===== src/rtl/riscv_defs_pkg.sv =====
// Shared memory-access definitions: load/store type codes matching the
// decoder, LSU sequencer state encodings and data-bus widths.
package riscv_defs_pkg;

  localparam int unsigned BUS_DATA_W = 32;
  localparam int unsigned BUS_BE_W   = BUS_DATA_W / 8;

  localparam logic [2:0] LOAD_LB  = 3'b000;
  localparam logic [2:0] LOAD_LH  = 3'b001;
  localparam logic [2:0] LOAD_LW  = 3'b010;
  localparam logic [2:0] LOAD_LBU = 3'b100;
  localparam logic [2:0] LOAD_LHU = 3'b101;

  localparam logic [1:0] STORE_SB = 2'd0;
  localparam logic [1:0] STORE_SH = 2'd1;
  localparam logic [1:0] STORE_SW = 2'd2;

  localparam logic [1:0] LSU_IDLE = 2'd0;
  localparam logic [1:0] LSU_REQ  = 2'd1;
  localparam logic [1:0] LSU_WAIT = 2'd2;
  localparam logic [1:0] LSU_DONE = 2'd3;

  // Halfword at an odd address, or word off a 4-byte boundary. Undefined
  // load/store codes are word-sized, matching how the datapath treats them.
  function automatic logic lsu_misaligned(input logic       is_store,
                                          input logic [2:0] ld_type,
                                          input logic [1:0] st_type,
                                          input logic [1:0] off);
    logic half;
    logic word;
    if (is_store) begin
      half = (st_type == STORE_SH);
      word = (st_type != STORE_SB) && !half;
    end else begin
      half = (ld_type == LOAD_LH) || (ld_type == LOAD_LHU);
      word = !half && (ld_type != LOAD_LB) && (ld_type != LOAD_LBU);
    end
    return (half && off[0]) || (word && (off != 2'b00));
  endfunction

endpackage


===== src/rtl/lsu_align.sv =====
// Lane alignment for the data-memory path: store byte-enable/lane
// replication and load byte/half extraction with sign or zero extension.
// Purely combinational so a cache path can reuse it unchanged.
module lsu_align
  import riscv_defs_pkg::*;
(
  input  logic [1:0]            st_type_i,
  input  logic [1:0]            st_off_i,
  input  logic [BUS_DATA_W-1:0] st_wdata_i,
  output logic [BUS_BE_W-1:0]   st_be_o,
  output logic [BUS_DATA_W-1:0] st_wdata_o,
  input  logic [2:0]            ld_type_i,
  input  logic [1:0]            ld_off_i,
  input  logic [BUS_DATA_W-1:0] ld_rdata_i,
  output logic [BUS_DATA_W-1:0] ld_data_o
);

  logic [7:0]  ld_byte;
  logic [15:0] ld_half;

  // Store side: replicate the datum across lanes and enable only its bytes.
  always_comb begin
    st_be_o    = 4'b1111;
    st_wdata_o = st_wdata_i;
    case (st_type_i)
      STORE_SB: begin
        st_be_o    = 4'b0001 << st_off_i;
        st_wdata_o = {4{st_wdata_i[7:0]}};
      end
      STORE_SH: begin
        st_be_o    = st_off_i[1] ? 4'b1100 : 4'b0011;
        st_wdata_o = {2{st_wdata_i[15:0]}};
      end
      default: ;
    endcase
  end

  // Load side: pick the addressed lane, then extend; unknown codes read as LW.
  always_comb begin
    ld_byte = ld_rdata_i[7:0];
    case (ld_off_i)
      2'd1:    ld_byte = ld_rdata_i[15:8];
      2'd2:    ld_byte = ld_rdata_i[23:16];
      2'd3:    ld_byte = ld_rdata_i[31:24];
      default: ld_byte = ld_rdata_i[7:0];
    endcase
    ld_half = ld_off_i[1] ? ld_rdata_i[31:16] : ld_rdata_i[15:0];
    case (ld_type_i)
      LOAD_LB:  ld_data_o = {{24{ld_byte[7]}}, ld_byte};
      LOAD_LBU: ld_data_o = {24'd0, ld_byte};
      LOAD_LH:  ld_data_o = {{16{ld_half[15]}}, ld_half};
      LOAD_LHU: ld_data_o = {16'd0, ld_half};
      default:  ld_data_o = ld_rdata_i;
    endcase
  end

endmodule


===== src/rtl/lsu_ctrl.sv =====
// Load/store sequencer between the MEM stage and a valid/ready data bus.
// One bus transaction per request; stalls the pipeline until completion and
// aborts hung transactions after TIMEOUT_CYCLES cycles in REQ+WAIT.
// Optional build macro LSU_MISALIGN_TRAP_EN: misaligned half/word requests
// skip the bus and complete with err.
//
//   state | meaning
//   ------+----------------------------------------------------------
//   IDLE  | no access in flight; captures a new request
//   REQ   | mem_valid high, request held until mem_ready
//   WAIT  | read accepted, waiting for mem_rvalid
//   DONE  | one-cycle done (and err on abort); pipeline advances
module lsu_ctrl
  import riscv_defs_pkg::*;
#(
  parameter int unsigned TIMEOUT_CYCLES = 255,
  parameter int unsigned ADDR_W         = 32
) (
  input  logic              clk,
  input  logic              rst_n,
  input  logic              req_read,
  input  logic              req_write,
  input  logic [2:0]        req_load_type,
  input  logic [1:0]        req_store_type,
  input  logic [ADDR_W-1:0] req_addr,
  input  logic [31:0]       req_wdata,
  output logic              stall,
  output logic              done,
  output logic              err,
  output logic [31:0]       rdata,
  output logic              mem_valid,
  input  logic              mem_ready,
  output logic              mem_we,
  output logic [3:0]        mem_be,
  output logic [ADDR_W-1:0] mem_addr,
  output logic [31:0]       mem_wdata,
  input  logic              mem_rvalid,
  input  logic [31:0]       mem_rdata
);

  localparam logic [7:0] TO_LIMIT = 8'(TIMEOUT_CYCLES);

  logic [1:0]        state_q, state_d;
  logic [7:0]        cnt_q, cnt_d;
  logic              err_q, err_d;
  logic [31:0]       rdata_q, rdata_d;
  logic              we_q, we_d;
  logic [3:0]        be_q, be_d;
  logic [ADDR_W-1:0] addr_q, addr_d;
  logic [31:0]       wdata_q, wdata_d;
  logic [2:0]        ld_type_q, ld_type_d;
  logic [1:0]        off_q, off_d;

  logic              req_any;
  logic [3:0]        st_be;
  logic [31:0]       st_wdata;
  logic [31:0]       ld_data;
  logic [7:0]        cnt_inc;
  logic              timeout_hit;

  assign req_any     = req_read | req_write;
  assign cnt_inc     = cnt_q + 8'd1;
  assign timeout_hit = (cnt_inc == TO_LIMIT);

  lsu_align u_align (
    .st_type_i  (req_store_type),
    .st_off_i   (req_addr[1:0]),
    .st_wdata_i (req_wdata),
    .st_be_o    (st_be),
    .st_wdata_o (st_wdata),
    .ld_type_i  (ld_type_q),
    .ld_off_i   (off_q),
    .ld_rdata_i (mem_rdata),
    .ld_data_o  (ld_data)
  );

  // Next-state and capture logic; write wins when both requests are set.
  always_comb begin
    state_d   = state_q;
    cnt_d     = cnt_q;
    err_d     = err_q;
    rdata_d   = rdata_q;
    we_d      = we_q;
    be_d      = be_q;
    addr_d    = addr_q;
    wdata_d   = wdata_q;
    ld_type_d = ld_type_q;
    off_d     = off_q;
    case (state_q)
      LSU_IDLE: begin
        if (req_any) begin
          we_d      = req_write;
          addr_d    = {req_addr[ADDR_W-1:2], 2'b00};
          off_d     = req_addr[1:0];
          ld_type_d = req_load_type;
          be_d      = req_write ? st_be : 4'b1111;
          wdata_d   = req_write ? st_wdata : 32'd0;
          rdata_d   = 32'd0;
          cnt_d     = 8'd0;
          err_d     = 1'b0;
          state_d   = LSU_REQ;
`ifdef LSU_MISALIGN_TRAP_EN
          if (lsu_misaligned(req_write, req_load_type, req_store_type, req_addr[1:0])) begin
            err_d   = 1'b1;
            state_d = LSU_DONE;
          end
`endif
        end
      end
      LSU_REQ: begin
        cnt_d = cnt_inc;
        if (mem_ready) begin
          state_d = we_q ? LSU_DONE : LSU_WAIT;
        end else if (timeout_hit) begin
          err_d   = 1'b1;
          rdata_d = 32'd0;
          state_d = LSU_DONE;
        end
      end
      LSU_WAIT: begin
        cnt_d = cnt_inc;
        if (mem_rvalid) begin
          rdata_d = ld_data;
          state_d = LSU_DONE;
        end else if (timeout_hit) begin
          err_d   = 1'b1;
          rdata_d = 32'd0;
          state_d = LSU_DONE;
        end
      end
      default: begin
        err_d   = 1'b0;
        state_d = LSU_IDLE;
      end
    endcase
  end

  // State and request registers with synchronous active-low reset.
  always_ff @(posedge clk) begin
    if (!rst_n) begin
      state_q   <= LSU_IDLE;
      cnt_q     <= 8'd0;
      err_q     <= 1'b0;
      rdata_q   <= 32'd0;
      we_q      <= 1'b0;
      be_q      <= 4'd0;
      addr_q    <= '0;
      wdata_q   <= 32'd0;
      ld_type_q <= 3'd0;
      off_q     <= 2'd0;
    end else begin
      state_q   <= state_d;
      cnt_q     <= cnt_d;
      err_q     <= err_d;
      rdata_q   <= rdata_d;
      we_q      <= we_d;
      be_q      <= be_d;
      addr_q    <= addr_d;
      wdata_q   <= wdata_d;
      ld_type_q <= ld_type_d;
      off_q     <= off_d;
    end
  end

  assign stall     = ((state_q == LSU_IDLE) && req_any) ||
                     (state_q == LSU_REQ) || (state_q == LSU_WAIT);
  assign done      = (state_q == LSU_DONE);
  assign err       = err_q;
  assign rdata     = rdata_q;
  assign mem_valid = (state_q == LSU_REQ);
  assign mem_we    = we_q;
  assign mem_be    = be_q;
  assign mem_addr  = addr_q;
  assign mem_wdata = wdata_q;

endmodule

===== config.mk =====
export PLATFORM = sky130hd
export DESIGN_NAME = lsu_ctrl
export DESIGN_NICKNAME = d
export VERILOG_FILES = /design/src/rtl/riscv_defs_pkg.sv /design/src/rtl/lsu_align.sv /design/src/rtl/lsu_ctrl.sv
export SDC_FILE = /design/constraint.sdc
export NUM_CORES = 1
export LEC_CHECK = 0
export ABC_CLOCK_PERIOD_IN_PS = 2120
export CORE_ASPECT_RATIO = 0.75
export CORE_UTILIZATION = 57
export DETAILED_ROUTE_END_ITERATION = 16
export DONT_BUFFER_PORTS = 1
export HOLD_SLACK_MARGIN = 0.08
export PLACE_DENSITY = 0.75
export RECOVER_POWER = 50
export SYNTH_ARGS = -nofsm -noshare
export SYNTH_HDL_FRONTEND = slang
export SYNTH_SLANG_ARGS = --single-unit

===== constraint.sdc =====
create_clock -name clk -period 2.12 [get_ports clk]
set_input_delay 0.318 -clock clk [delete_from_list [all_inputs] [get_ports clk]]
set_output_delay 0.318 -clock clk [all_outputs]
set_load 0.02 [all_outputs]

Yosys cells after proc, flatten, opt, wreduce, memory -nomap -nowiden
Index checks and enable logic that the tools add are counted.

cells by class
  add/subtract/negate cells = 1
  equal/unequal tests = 14
  shift-type cells = 1
  multiplexer cells = 26
  bitwise logic cells = 1
  reductions and logical operators = 13

operator list
  cell                 number
  $mux 32              5
  $pmux 32 s4          1
  $pmux 32 s3          1
  $pmux 32 s2          1
  $pmux 8 s3           1
  $mux 16              1
  $pmux 8 s2           1
  $add 8x1->8 const B  1
  $eq 2x2->1 const B   4
  $eq 8x8->1 const B   1
  $mux 2               4
  $mux 4               2
  $mux 8               1
  $pmux 4 s2           1
  $eq 2x1->1 const B   3
  $eq 3x3->1 const B   2
  $ne 2x2->1 const B   3
  $pmux 2 s3           1
  $reduce_and 3->1     2
  $mux 1               5
  $logic_not 2->1      2
  $reduce_and 2->1     2
  $shl 1x2->4 const A  1
  $eq 3x1->1 const B   1
  other kinds (8)      9

storage, ports and cells
  flip-flop bits (word level) = 115
  input bits = 107
  output and inout bits = 105
  word-level logic and storage cells = 66

Longest topological paths before layout
  depth in word-level cells = 5
  mapped depth = 9
  mapped depth without buffers = 8

Modules after synthesis
Synthesis repeated with hierarchy kept, for this count alone.

second synthesis, totals
  cells, all modules = 786
  area total of the unflattened synthesis = 6,074.6 um^2

modules (own cells, without submodules)
  module     instances  cells an instance  area each (um^2)  sequential area each (um^2)
  lsu_ctrl   1          602                4,976.0           2,302.2
  lsu_align  1          184                1,098.6           0.0

Worst setup path after synthesis
No wires, ideal clock.

  kind = register -> register
  from = register state_q[1]
  to = register rdata_q[29], in the netlist rdata[29]
  setup time = 0.132 ns
  arrival time = 2.009 ns
  required time = 1.988 ns
  setup slack = -0.021 ns
  cell stages (with the launch flop) = 9
  buffers on the path = 2
  clock period less this slack = 2.141 ns
  cell sequence = dfxtp_1 inv_1 ha_1 and2_1 or3_1 clkbuf_1 clkbuf_1 a222oi_1 a21oi_1

between the ends
  longest elaborated chain between the ends = 3
  elaborated cells between the ends (all ways) = 8
  classes of those cells = 4 x eq/ne; 1 x mux; 3 x reduce/logical

ends and longest elaborated chain
  item                                                                     line             RTL
  start, declared                                                          lsu_ctrl.sv:43   logic [1:0] state_q, state_d;
  start signal, assigned                                                   lsu_ctrl.sv:152  state_q <= state_d;
  $eq 2x1->1 (*)                                                           --
  via mem_valid                                                            lsu_ctrl.sv:31   output logic mem_valid,
  $ne 2x2->1 (no source line) / $reduce_bool 3->1 (equally long branches)  --
  $reduce_and 3->1 (no source line)                                        --
  end signal, assigned                                                     lsu_ctrl.sv:155  rdata_q <= rdata_d;
  end, declared                                                            lsu_ctrl.sv:46   logic [31:0] rdata_q, rdata_d;

Mark *: on every way through the listed nets, which the timed path passes. The rest lies on a longest branch.
A chain may end at the register's enable or synchronous reset.

Final worst setup path
  from = register state_q[0]
  to = register rdata_q[11], in the netlist rdata[11]

between the ends
  longest elaborated chain between the ends = 3
  elaborated cells between the ends (all ways) = 8
  classes of those cells = 4 x eq/ne; 1 x mux; 3 x reduce/logical

ends and longest elaborated chain
  item                                                                     line            RTL
  $eq 2x1->1 (tied with other cells)                                       lsu_ctrl.sv:89  case (state_q)
  $ne 2x2->1 (no source line) / $reduce_bool 3->1 (equally long branches)  --
  $reduce_and 3->1 (no source line)                                        --

Parallel ways exist; a longest one is shown, timed or not.

==> results.yml <==
die:
  die_h_um: 89.6
  die_w_um: 119
  dieArea_um2: 10700
  io_pins: 212
  core_um2: 9810
  rows: 31
  initial_utilization_pct: 59.5
job:
  maxCapViolCount: 0
setup_path:
  cp-end-kind: "flip-flop"
  crit_chain: "inv_2 -> ha_1 -> nor3b_4 -> nor4b_4 -> nand3_1 -> nor2_1 -> buf_4 -> nand2_1 -> o2bb2ai_1"
  cpMaxStageDelayCell: "dfxtp_2"
  crit_fanout: 12
  worstPathArrival_ns: 2.41
  worstSetupPathType: "flip-flop to flip-flop"
  cp-start-kind: "flip-flop"
  cp_slowest_stage_delay_ns: 0.36
  required_ns: 2.46
detailed_routing:
  first_pass_iters: 6
  antenna_left: 0
  drcViolationCount: 0
  top_layer: "met4"
  wl_met3_um: 2050
  met2_length_um: 8440
  via_per_inst: 6.30
  wl_met1_um: 7470
  routedWlPerCell_um: 19.3
  routed_wl_um: 18300
  drt_iter0_markers: 634
  vias: 5975
logic_synthesis:
  synth-seq-area-share_pct: 39.5
  synth_area_leaders: "dfxtp_1 39%, nand2_1 11%, a21oi_1 8.1%"
  yosys_warnings: 0
  synthTopCellsByCount: "171 x nand2_1, 115 x dfxtp_1, 95 x a21oi_1"
  synthCells: 765
  synth_top_area_share_pct: 39.5
  yosys_register_bits: 115
  syn-cell-area_um2: 5840
  synth_edf_count: 0
  postSynth.asyncResetShare_pct: 0
  postSynthAreaPerCell_um2: 7.63
  synthFlopType: "dfxtp_1"
  synthMostInstantiatedCell: "nand2_1"
  synth_cell_type_count: 51
  synth_top_area_cell: "dfxtp_1"
placement:
  placed_cells: 867
  place_congestion: 0.872
  dp_hpwl_um: 11800
  post-place-ws_ns: -0.0738
  portBuffers: 0
  place_area_um2: 6060
timing:
  finalHoldViolations: 0
  setup_viol: 0
  holdWs_ns: 0.0890
  period_share_pct: 97.4
  skew_ns: 0.0129
  max_slew.worst_pin.slew_ns: 0.916
  setup_ws_ns: 0.0546
  rsz0062_at_grt: "true"
  slew_violations: 0
  fmax_mhz: 484
  slew_headroom_pct: 38.9
  min_period_ns: 2.07
pwr:
  power_per_cell_area_nw_per_um2: 1010
  swShare_pct: 34.7
  cellLeakagePower_uw: 0.00281
  p_comb_share_pct: 22.7
  vdd_drop_max_v: 0.000836
  p_clk_share_pct: 40.0
  p_switching_uw: 2520
  seq_power_share_pct: 37.4
  p_int_uw: 4730
global_routing:
  grt_usage_pct: 33.2
  grt_pass1_wl_um: 27800
  grt_pass1_vias: 5383
  grt_antenna_before_repair: 0
  overflow: 0
  grt_max_degree: 83
final_layout:
  finalNonFillerCells: 949
  n_antenna_cell: 0
  syn_to_final_growth_pct: 22.8
  multi_input_area_um2: 3260
  layout.nets: 918
  ff_latch_area_um2: 2310
  fillerInstances: 712
  finish.utilization_pct: 73.0
  final_area_um2: 7170
  drive_gt1_share_pct: 11.8
run_status:
  status: "finished clean"
clock_network:
  cts-buffers-inserted: 17
  cts_sinks: 115
  clockRootBuffer: "clkbuf_16"
  cts_tree: "yes"
  clock_latency_ns: 0.41
  clock_path_buffers: 2
  clk_pin_slew_worst_paths_ns: 0.06
  h-tree-depth: 4
min_path:
  hold_path_class: "input pin to flip-flop"
-- per-layer routing --
metal | vias up | track usage (%)
li1 | 2805 | -
met1 | 2771 | 41.6
met2 | 361 | 53.0
met3 | 38 | 11.9
met4 | 0 | 13.3
met5 | - | 0
-- worst paths after layout --
path	startpoint	cells past startpoint	slack, ns	to
min	rst_n	2	0.09	rdata[1]
max reg2reg	state_q[0]	9	0.05	rdata[11]
min reg2reg	off_q[0]	2	0.50	off_q[0]
max	state_q[0]	9	0.05	rdata[11]
-- cells in the final DEF, fill, tap and decap left out, types with 7 or more instances in the layout --
cell type,n
nor2_1,52
nand3_1,36
o2bb2ai_1,8
and3_1,30
dlygate4sd3_1,49
clkbuf_16,17
nand2_1,171
o21ai_0,35
inv_1,7
o211ai_1,21
a222oi_1,15
buf_4,30
a22oi_1,16
o221ai_1,7
a21oi_1,95
mux2_2,9
dfxtp_1,112
mux2i_1,15
-- stage by stage --
stage	power (µW)	setup TNS [ns]
after CTS	7230	0
final	7250	0
after global routing	7530	-0.507
after global placement	4190	0
after floorplan	3800	0
after detailed placement	4240	-0.480
-- layout make-up --
| type | count | area share [%] |
|---|---|---|
| clock buffers | 17 | 5.94 |
| inverters | 9 | 0.471 |
| clock inverters | 15 | 2.39 |
| repair buffers | 84 | 11.3 |
| flip-flops and latches | 115 | 32.2 |
| multi-input cells | 577 | 45.5 |
| well taps | 132 | 2.30 |
-- sequential cells by signal (all words and copies together) (netlist names) --
| register | flops |
|---|---|
| ld_type_q | 3 |
| mem_be | 4 |
| err | 1 |
| off_q | 2 |
| cnt_q | 8 |
| mem_addr | 30 |
| state_q | 2 |
| mem_we | 1 |
| mem_wdata | 32 |
| rdata | 32 |
-- critical path: cells and delay by family, from the launching register on --
kind                       cells  cell delay, ns
DFF                            1            0.36
adders and majority gates      1            0.23
AOI/OAI and AO/OA              1            0.16
buffers and inverters          2            0.26
and+or+nand+nor                5            1.00
-- power by group through the flow --
stage | logic, µW | registers, µW | clock network, µW
global placement | 1440 | 2740 | 0
detailed placement | 1500 | 2750 | 0
global route | 1790 | 2730 | 3010
CTS | 1600 | 2700 | 2920
floorplan | 1100 | 2690 | 0
finish | 1640 | 2710 | 2890
-- cells by family after synthesis --
kind of cell | after synthesis | share of synthesized area (%)
compound gates | 221 | 24.2
mux | 26 | 4.95
buf+inv | 74 | 5.15
flops | 115 | 39.5
simple gates | 321 | 24.7
fa+ha+maj | 7 | 1.50
other cells | 1 | 0.0643
-- what timing repair did --
action                     4_1_cts  5_1_grt
setup endpoints to repair       11       31
hold endpoints to repair        64        1
pin swaps                        2        2
buffers inserted                 0        1
hold buffers                    48        1
resized for setup                4        8
Power figures use the tool's default switching activity.
